### config.mk
export PLATFORM = sky130hd
export DESIGN_NAME = serial_addsub
export DESIGN_NICKNAME = d
export VERILOG_FILES = /design/src/rtl/serial_addsub.sv
export SDC_FILE = /design/constraint.sdc
export NUM_CORES = 1
export LEC_CHECK = 0
export CORE_AREA = 3 3 56 58
export CTS_BUF_LIST = sky130_fd_sc_hd__clkbuf_16
export DETAILED_ROUTE_END_ITERATION = 10
export DIE_AREA = 0 0 59 61
export PLACE_DENSITY = 0.72
export SLEW_MARGIN = 0
export SYNTH_ARGS = -nofsm -noshare
export SYNTH_HDL_FRONTEND = slang
export SYNTH_SLANG_ARGS = --single-unit
### constraint.sdc
create_clock -name clk -period 1.99 [get_ports clk]
set_clock_uncertainty 0.05 [all_clocks]
set_input_delay 0.398 -clock clk [delete_from_list [all_inputs] [get_ports clk]]
set_output_delay 0.398 -clock clk [all_outputs]
set_load 0.05 [all_outputs]
### src/rtl/serial_addsub.sv
`default_nettype none
// ============================================================================
// Module   : serial_addsub
// Purpose  : Bit-serial adder/subtractor, one full-adder step per clock, LSB
//            first, with carry/borrow-out and signed overflow flags.
// Revision : 1.0
// ============================================================================
module serial_addsub #(
   parameter int WIDTH = 4
) (
   input  logic             clk,
   input  logic             rst,
   input  logic             in_valid,
   output logic             in_ready,
   input  logic [WIDTH-1:0] A,
   input  logic [WIDTH-1:0] B,
   input  logic             Cin,
   input  logic             mode,
   output logic             out_valid,
   input  logic             out_ready,
   output logic [WIDTH-1:0] Sum,
   output logic             Cout,
   output logic             Ovf
);

   localparam int CW = $clog2(WIDTH + 1);
   localparam logic [CW-1:0] C_LAST = CW'(WIDTH);
   localparam logic [CW-1:0] C_MSB  = CW'(WIDTH - 1);

   typedef enum logic [1:0] {
      IDLE = 2'd0,
      RUN  = 2'd1,
      DONE = 2'd2
   } state_t;

   state_t           r_state;
   logic [WIDTH-1:0] r_a;
   logic [WIDTH-1:0] r_b;
   logic [WIDTH-1:0] r_res;
   logic [WIDTH-1:0] r_sum;
   logic [CW-1:0]    r_cnt;
   logic             r_c;
   logic             r_cmsb;
   logic             r_mode;
   logic             r_cout;
   logic             r_ovf;
   logic             r_in_ready;
   logic             r_out_valid;

   logic             w_sbit;
   logic             w_cnext;

   assign w_sbit  = r_a[0] ^ r_b[0] ^ r_c;
   assign w_cnext = (r_a[0] & r_b[0]) | (r_a[0] & r_c) | (r_b[0] & r_c);

   // RUN spends WIDTH cycles on bits and one final cycle committing the result.
   always_ff @(posedge clk or posedge rst) begin
      if (rst) begin
         r_state     <= IDLE;
         r_in_ready  <= 1'b1;
         r_out_valid <= 1'b0;
         r_a         <= '0;
         r_b         <= '0;
         r_res       <= '0;
         r_sum       <= '0;
         r_cnt       <= '0;
         r_c         <= 1'b0;
         r_cmsb      <= 1'b0;
         r_mode      <= 1'b0;
         r_cout      <= 1'b0;
         r_ovf       <= 1'b0;
      end else begin
         case (r_state)
            IDLE: begin
               if (in_valid) begin
                  r_a        <= A;
                  r_b        <= mode ? ~B : B;
                  r_c        <= mode ? ~Cin : Cin;
                  r_mode     <= mode;
                  r_cnt      <= '0;
                  r_in_ready <= 1'b0;
                  r_state    <= RUN;
               end
            end
            RUN: begin
               if (r_cnt == C_LAST) begin
                  r_sum       <= r_res;
                  r_cout      <= r_c ^ r_mode;
                  r_ovf       <= r_c ^ r_cmsb;
                  r_out_valid <= 1'b1;
                  r_state     <= DONE;
               end else begin
                  r_res <= {w_sbit, r_res[WIDTH-1:1]};
                  r_a   <= r_a >> 1;
                  r_b   <= r_b >> 1;
                  r_c   <= w_cnext;
                  if (r_cnt == C_MSB) begin
                     r_cmsb <= r_c;
                  end
                  r_cnt <= r_cnt + CW'(1);
               end
            end
            DONE: begin
               if (out_ready) begin
                  r_out_valid <= 1'b0;
                  r_in_ready  <= 1'b1;
                  r_state     <= IDLE;
               end
            end
            default: begin
               r_out_valid <= 1'b0;
               r_in_ready  <= 1'b1;
               r_state     <= IDLE;
            end
         endcase
      end
   end

   assign in_ready  = r_in_ready;
   assign out_valid = r_out_valid;
   assign Sum       = r_sum;
   assign Cout      = r_cout;
   assign Ovf       = r_ovf;

endmodule
`default_nettype wire

# ---- Word level (Yosys, flattened, before mapping)
# Index checks and enable logic that the tools add are counted.
dict set report op_classes {
  reduce_logical 10
  bitwise_logic 14
  n_eq_ne 8
  n_shift 0
  magnitude_cmp 0
  div_mod_pow 0
  n_addsub 1
  multipliers 0
  muxes 24
}
# cell count
set op_table {}
lappend op_table {{$mux 4} 5}
lappend op_table {{$pmux 4 s2} 2}
lappend op_table {{$reduce_and 3->1} 5}
lappend op_table {{$ne 2x2->1 const B} 4}
lappend op_table {{$mux 1} 7}
lappend op_table {{$mux 2} 3}
lappend op_table {{$mux 3} 2}
lappend op_table {{$pmux 1 s3} 2}
lappend op_table {{$pmux 2 s3} 1}
lappend op_table {{$pmux 3 s2} 1}
lappend op_table {{$reduce_and 2->1} 3}
lappend op_table {{$not 1->1} 4}
lappend op_table {{$not 4->4} 1}
lappend op_table {{$xor 1x1->1} 4}
lappend op_table {{$add 3x1->3 const B} 1}
lappend op_table {{$and 1x1->1} 3}
lappend op_table {{$eq 3x2->1 const B} 1}
lappend op_table {{$eq 3x3->1 const B} 1}
lappend op_table {{$eq 2x1->1 const B} 1}
lappend op_table {{$eq 2x2->1 const B} 1}
lappend op_table {{$logic_not 2->1} 1}
lappend op_table {{$or 1x1->1} 2}
lappend op_table {{$pmux 1 s2} 1}
lappend op_table {{$reduce_bool 2->1} 1}
dict set report totals {
  in_bits 14
  ram_bits 0
  reg_bits 28
  latchBits 0
  memories 0
  romBits 0
}

# ---- Longest topological paths before layout
dict set report depth {
  word_depth 5
  mapped_depth 5
}

# ---- Worst setup path after synthesis
# Ideal clock, no wire load.
dict set report synth_path {
  path_kind {flip-flop to flip-flop}
  from {reg r_cnt[0]}
  to {reg r_a[0]}
  setup_ns 0.125
  path_buffers 1
  setup_slack_ns 0.482
  arrival_time_ns 1.333
  stages_incl_launch_ff 6
  required_time_ns 1.815
  cell_sequence {dfrtp_1 inv_1 ha_1 a31oi_2 buf_6 mux2_4}
}
dict set report synth_between {
  elab_chain_len 3
}
# element line
set synth_lines {}
lappend synth_lines {{start: declaration} 41} ;# logic [CW-1:0] r_cnt;
lappend synth_lines {{start signal: assignment} 100} ;# r_cnt <= r_cnt + CW'(1);
lappend synth_lines {{$eq 3x3->1} 86} ;# if (r_cnt == C_LAST) begin
lappend synth_lines {{$ne 2x2->1 (no source line)} -}
lappend synth_lines {{$reduce_and 3->1 (no source line)} -}
lappend synth_lines {{end signal: assignment} 94} ;# r_a <= r_a >> 1;
lappend synth_lines {{end: declaration} 37} ;# logic [WIDTH-1:0] r_a;
# No other way between the ends.
# A chain may end at the register's enable or synchronous reset.

# ---- Final worst setup path
dict set report layout_path {
  from {reg r_cout (netlist: Cout)}
  to {out Cout}
}
# element line
set layout_rtl {}
lappend layout_rtl {{start: declaration} 45} ;# logic r_cout;
lappend layout_rtl {{start signal: assignment} 88} ;# r_cout <= r_c ^ r_mode;
lappend layout_rtl {{end: declaration} 22} ;# output logic Cout,
# No word-level cell between the ends.

==> results by group <==
Outcome
  – Status: finished clean

Synth
  – Post-synthesis mux area share: between 20% and 30%
  – Seq cells post-synth: 28
  – Synthesized Nets: around 120
  – Compound-Gate Fraction of Synth Area: about 5.7%
  – Largest family of logic cells by synthesized area: multiplexers
  – Post-Synth XOR/XNOR Area: 4.47%
  – Seq/Total Area, Yosys: between 50% and 60%
  – Synth Area per Inst: approximately 13 um2
  – Synth cell types: 24
  – Synth top area share: between 40% and 50%
  – Adder-Cell Fraction of Synth Area: 4.19%
  – Syn Std Cell Area: about 1400 um2
  – Largest area contributor in the netlist: dfrtp_1
  – Simple-gate share of the synthesized area: 7.20%
  – Post-Synthesis Cells: a little over 100
  – Synth area leaders: dfrtp_1 (49%), mux2_2 (14%), mux2_4 (8.8%)
  – Ys Warns: 0

Finish
  – Diodes inserted: 0
  – Area of the multi-input gates: approximately 600 um2
  – Layout fillers: 230
  – Commonest non-fill, non-tap cell in the layout: dfrtp_1
  – Nets: about 150
  – Most frequent cells in the layout: dfrtp_1 (27), clkdlybuf4s50_1 (20), mux2_2 (17), mux2_4 (8)
  – Reg area: 702 um2
  – Share of layout cells above drive strength 1: a little under a third
  – Layout area overhead: 25.4%

Setup path
  – Top delay family on crit path: buffers and inverters
  – Setup CP Type: reg -> out
  – Critical path endpoint category: output pin
  – Critical path fanouts, max: 2
  – Crit path cell chain: clkdlybuf4s50_1
  – CP max stage cell: clkdlybuf4s50_1
  – Worst Path Required: 1.54 ns
  – Worst Path Arrival: about 1.4 ns
  – Slowest stage delay, CP: between 0.8 and 0.9 ns
  – CP Buf/Inv Count: 1
  – Crit start category: flop

Timing
  – Max transition margin: roughly two thirds
  – Tcrit/Tclk final: a little over nine tenths
  – Final worst-path setup slack: between 0.1 and 0.15 ns
  – FMAX: 536 MHz
  – Final hold vios: 0
  – TNS Setup: 0 ns
  – Worst Tran Pin Value: around 0.50 ns
  – Pins Over Slew Limit: 0
  – RSZ-0062 raised after global routing: no
  – Finish-stage setup viols: 0
  – Post-layout min period: between 1.5 and 2 ns

Floorplanning
  – Horiz. Die Dim: about 60 um
  – Initial Utilization: 50.6%
  – Die H: around 61 um
  – Rows: 19
  – Io pins: 22
  – Core Area: about 2700 um2
  – Die area: roughly 3600 um2

CTS
  – Setup bufs post-CTS: 0
  – Gates resized, CTS repair: 0
  – Maximum root-to-sink buffer count: 2
  – Hold-fix buffers at CTS: 0
  – Clock sinks: 28
  – H-tree depth: 1
  – CTS tree: built
  – CTS Buf Count: 3
  – Clock root buffer master: clkbuf_16
  – Worst-path clk slew: about 0.07 ns
  – Worst-skew pair later-pin latency: 0.26 ns

Place
  – Pre-CTS WS: 0.0869 ns
  – GP Congestion: slightly above 0.7
  – Port bufs: 21
  – Post-DP HPWL: around 1.6 mm

Global route
  – First-pass GRT wire length: between 3 and 4 mm
  – Total grt overflow: 0
  – Vias in the first global route: a little over 800
  – Total GRT Usage: roughly 15%
  – Initial antenna violation count: 0
  – Largest net degree at the start of global routing: 29

Flow run
  – Max cap viols: 0

Routing
  – Initial DRC count: 23
  – DRC viols: 0
  – First drt pass iteration count: 4
  – Drt total wl: 2.23 mm
  – Vias: 822
  – WL/cell: about 14 um
  – DRT antenna net count: 0
  – Via density: around 5.2

Worst hold path
  – Hold Crit Class: reg -> reg

Power and ir drop
  – Lkg Pwr: a little under 0.8 nW
  – VDD IR max: about 0.0012 V
  – Power density cells: 1950 nW/um2
cells in the mapped netlist:
library cell  count
a31oi_2           1
o21bai_1          1
dfstp_2           1
clkbuf_1          1
inv_1             7
o21ai_0           7
buf_6             3
nand2_1           7
ha_1              3
fa_1              1
dfrtp_1          27
nand4b_2          1
a22o_2            1
nor3b_1           1
a21boi_0          1
mux2_4            8
nor2b_4           1
mux2_2           17
xor2_1            4
nor2_1            2
a21oi_1           1
xnor2_1           3
nand2b_4          1
nand3_1           3
area by class of cell:
class | count | share of cell area, %
clock inverter | 1 | 1.74
inverter | 7 | 1.53
sequential | 28 | 40.8
tap | 31 | 2.25
clock buffer | 3 | 4.36
multi-input combinational | 64 | 35.2
timing repair buffer | 24 | 14.1
kinds of logic (layout without fill, tap and decap cells):
logic type	after synthesis	after routing
multiplexers	25	25
flip-flops	28	28
AND/OR/NAND/NOR	16	16
adder cells (fa/ha/maj)	4	4
buffers and inverters	11	35
AO/OA/AOI/OAI	12	12
XOR/XNOR	7	7
per-layer routing:
layer / GRT usage [%] / share of wire, % / wire, um
met1: 19.2 / 46 / 1030
met4: 6.80 / 1.7 / 38
met5: 0 / 0 / 0
met2: 23.2 / 47 / 1050
met3: 3.19 / 5.1 / 113
power by group:
part           internal (mW)  switching, mW  total (mW)  leakage, nW
clock network          0.401          0.190       0.591       0.0511
registers              0.867          0.218        1.08        0.341
logic                  0.899          0.787        1.69        0.402
total                   2.17           1.19        3.36        0.794
final timing paths:
| kind | cells after the start | slack (ns) | endpoint | start |
|---|---|---|---|---|
| worst max-delay path | 1 | 0.12 | Cout | Cout$_DFFE_PP0P_ |
| worst min-delay path | 2 | 0.41 | in_ready$_DFFE_PP1P_ | in_ready$_DFFE_PP1P_ |
| worst max register to register | 3 | 0.36 | r_a[0]$_DFFE_PP0P_ | r_state[0]$_DFFE_PP0P_ |
| worst min register to register | 2 | 0.41 | in_ready$_DFFE_PP1P_ | in_ready$_DFFE_PP1P_ |
| max in group asynchronous | 3 | 1.14 | in_ready$_DFFE_PP1P_ | rst |
| min in group asynchronous | 3 | 0.45 | r_cnt[2]$_DFFE_PP0P_ | rst |
per-stage QoR:
stage	cell area [um2]	power [mW]	utilization [%]	cells	hold slack, ns
floorplan	1370	2.42	-	103	0.413
global route	1720	3.60	63.5	158	0.430
finish	1720	3.36	63.5	158	0.406
global placement	1620	2.75	59.6	154	0.398
CTS	1720	3.41	63.5	158	0.409
detailed placement	1620	2.80	59.6	154	0.398
worst min-delay path, cell delays in order, from the launching register on:
cell     delay (ns)
dfstp_2        0.37
inv_1          0.04
a21oi_1        0.05
sequential cells by signal, indices dropped and copies added, names as in the netlist:
| name | cells |
|---|---|
| Cout | 1 |
| r_b | 4 |
| in_ready | 1 |
| r_res | 4 |
| r_a | 4 |
| r_mode | 1 |
| r_cmsb | 1 |
| r_state | 2 |
| Ovf | 1 |
| out_valid | 1 |
| r_c | 1 |
| Sum | 4 |
| r_cnt | 3 |
(Power assumes the default switching activity.)
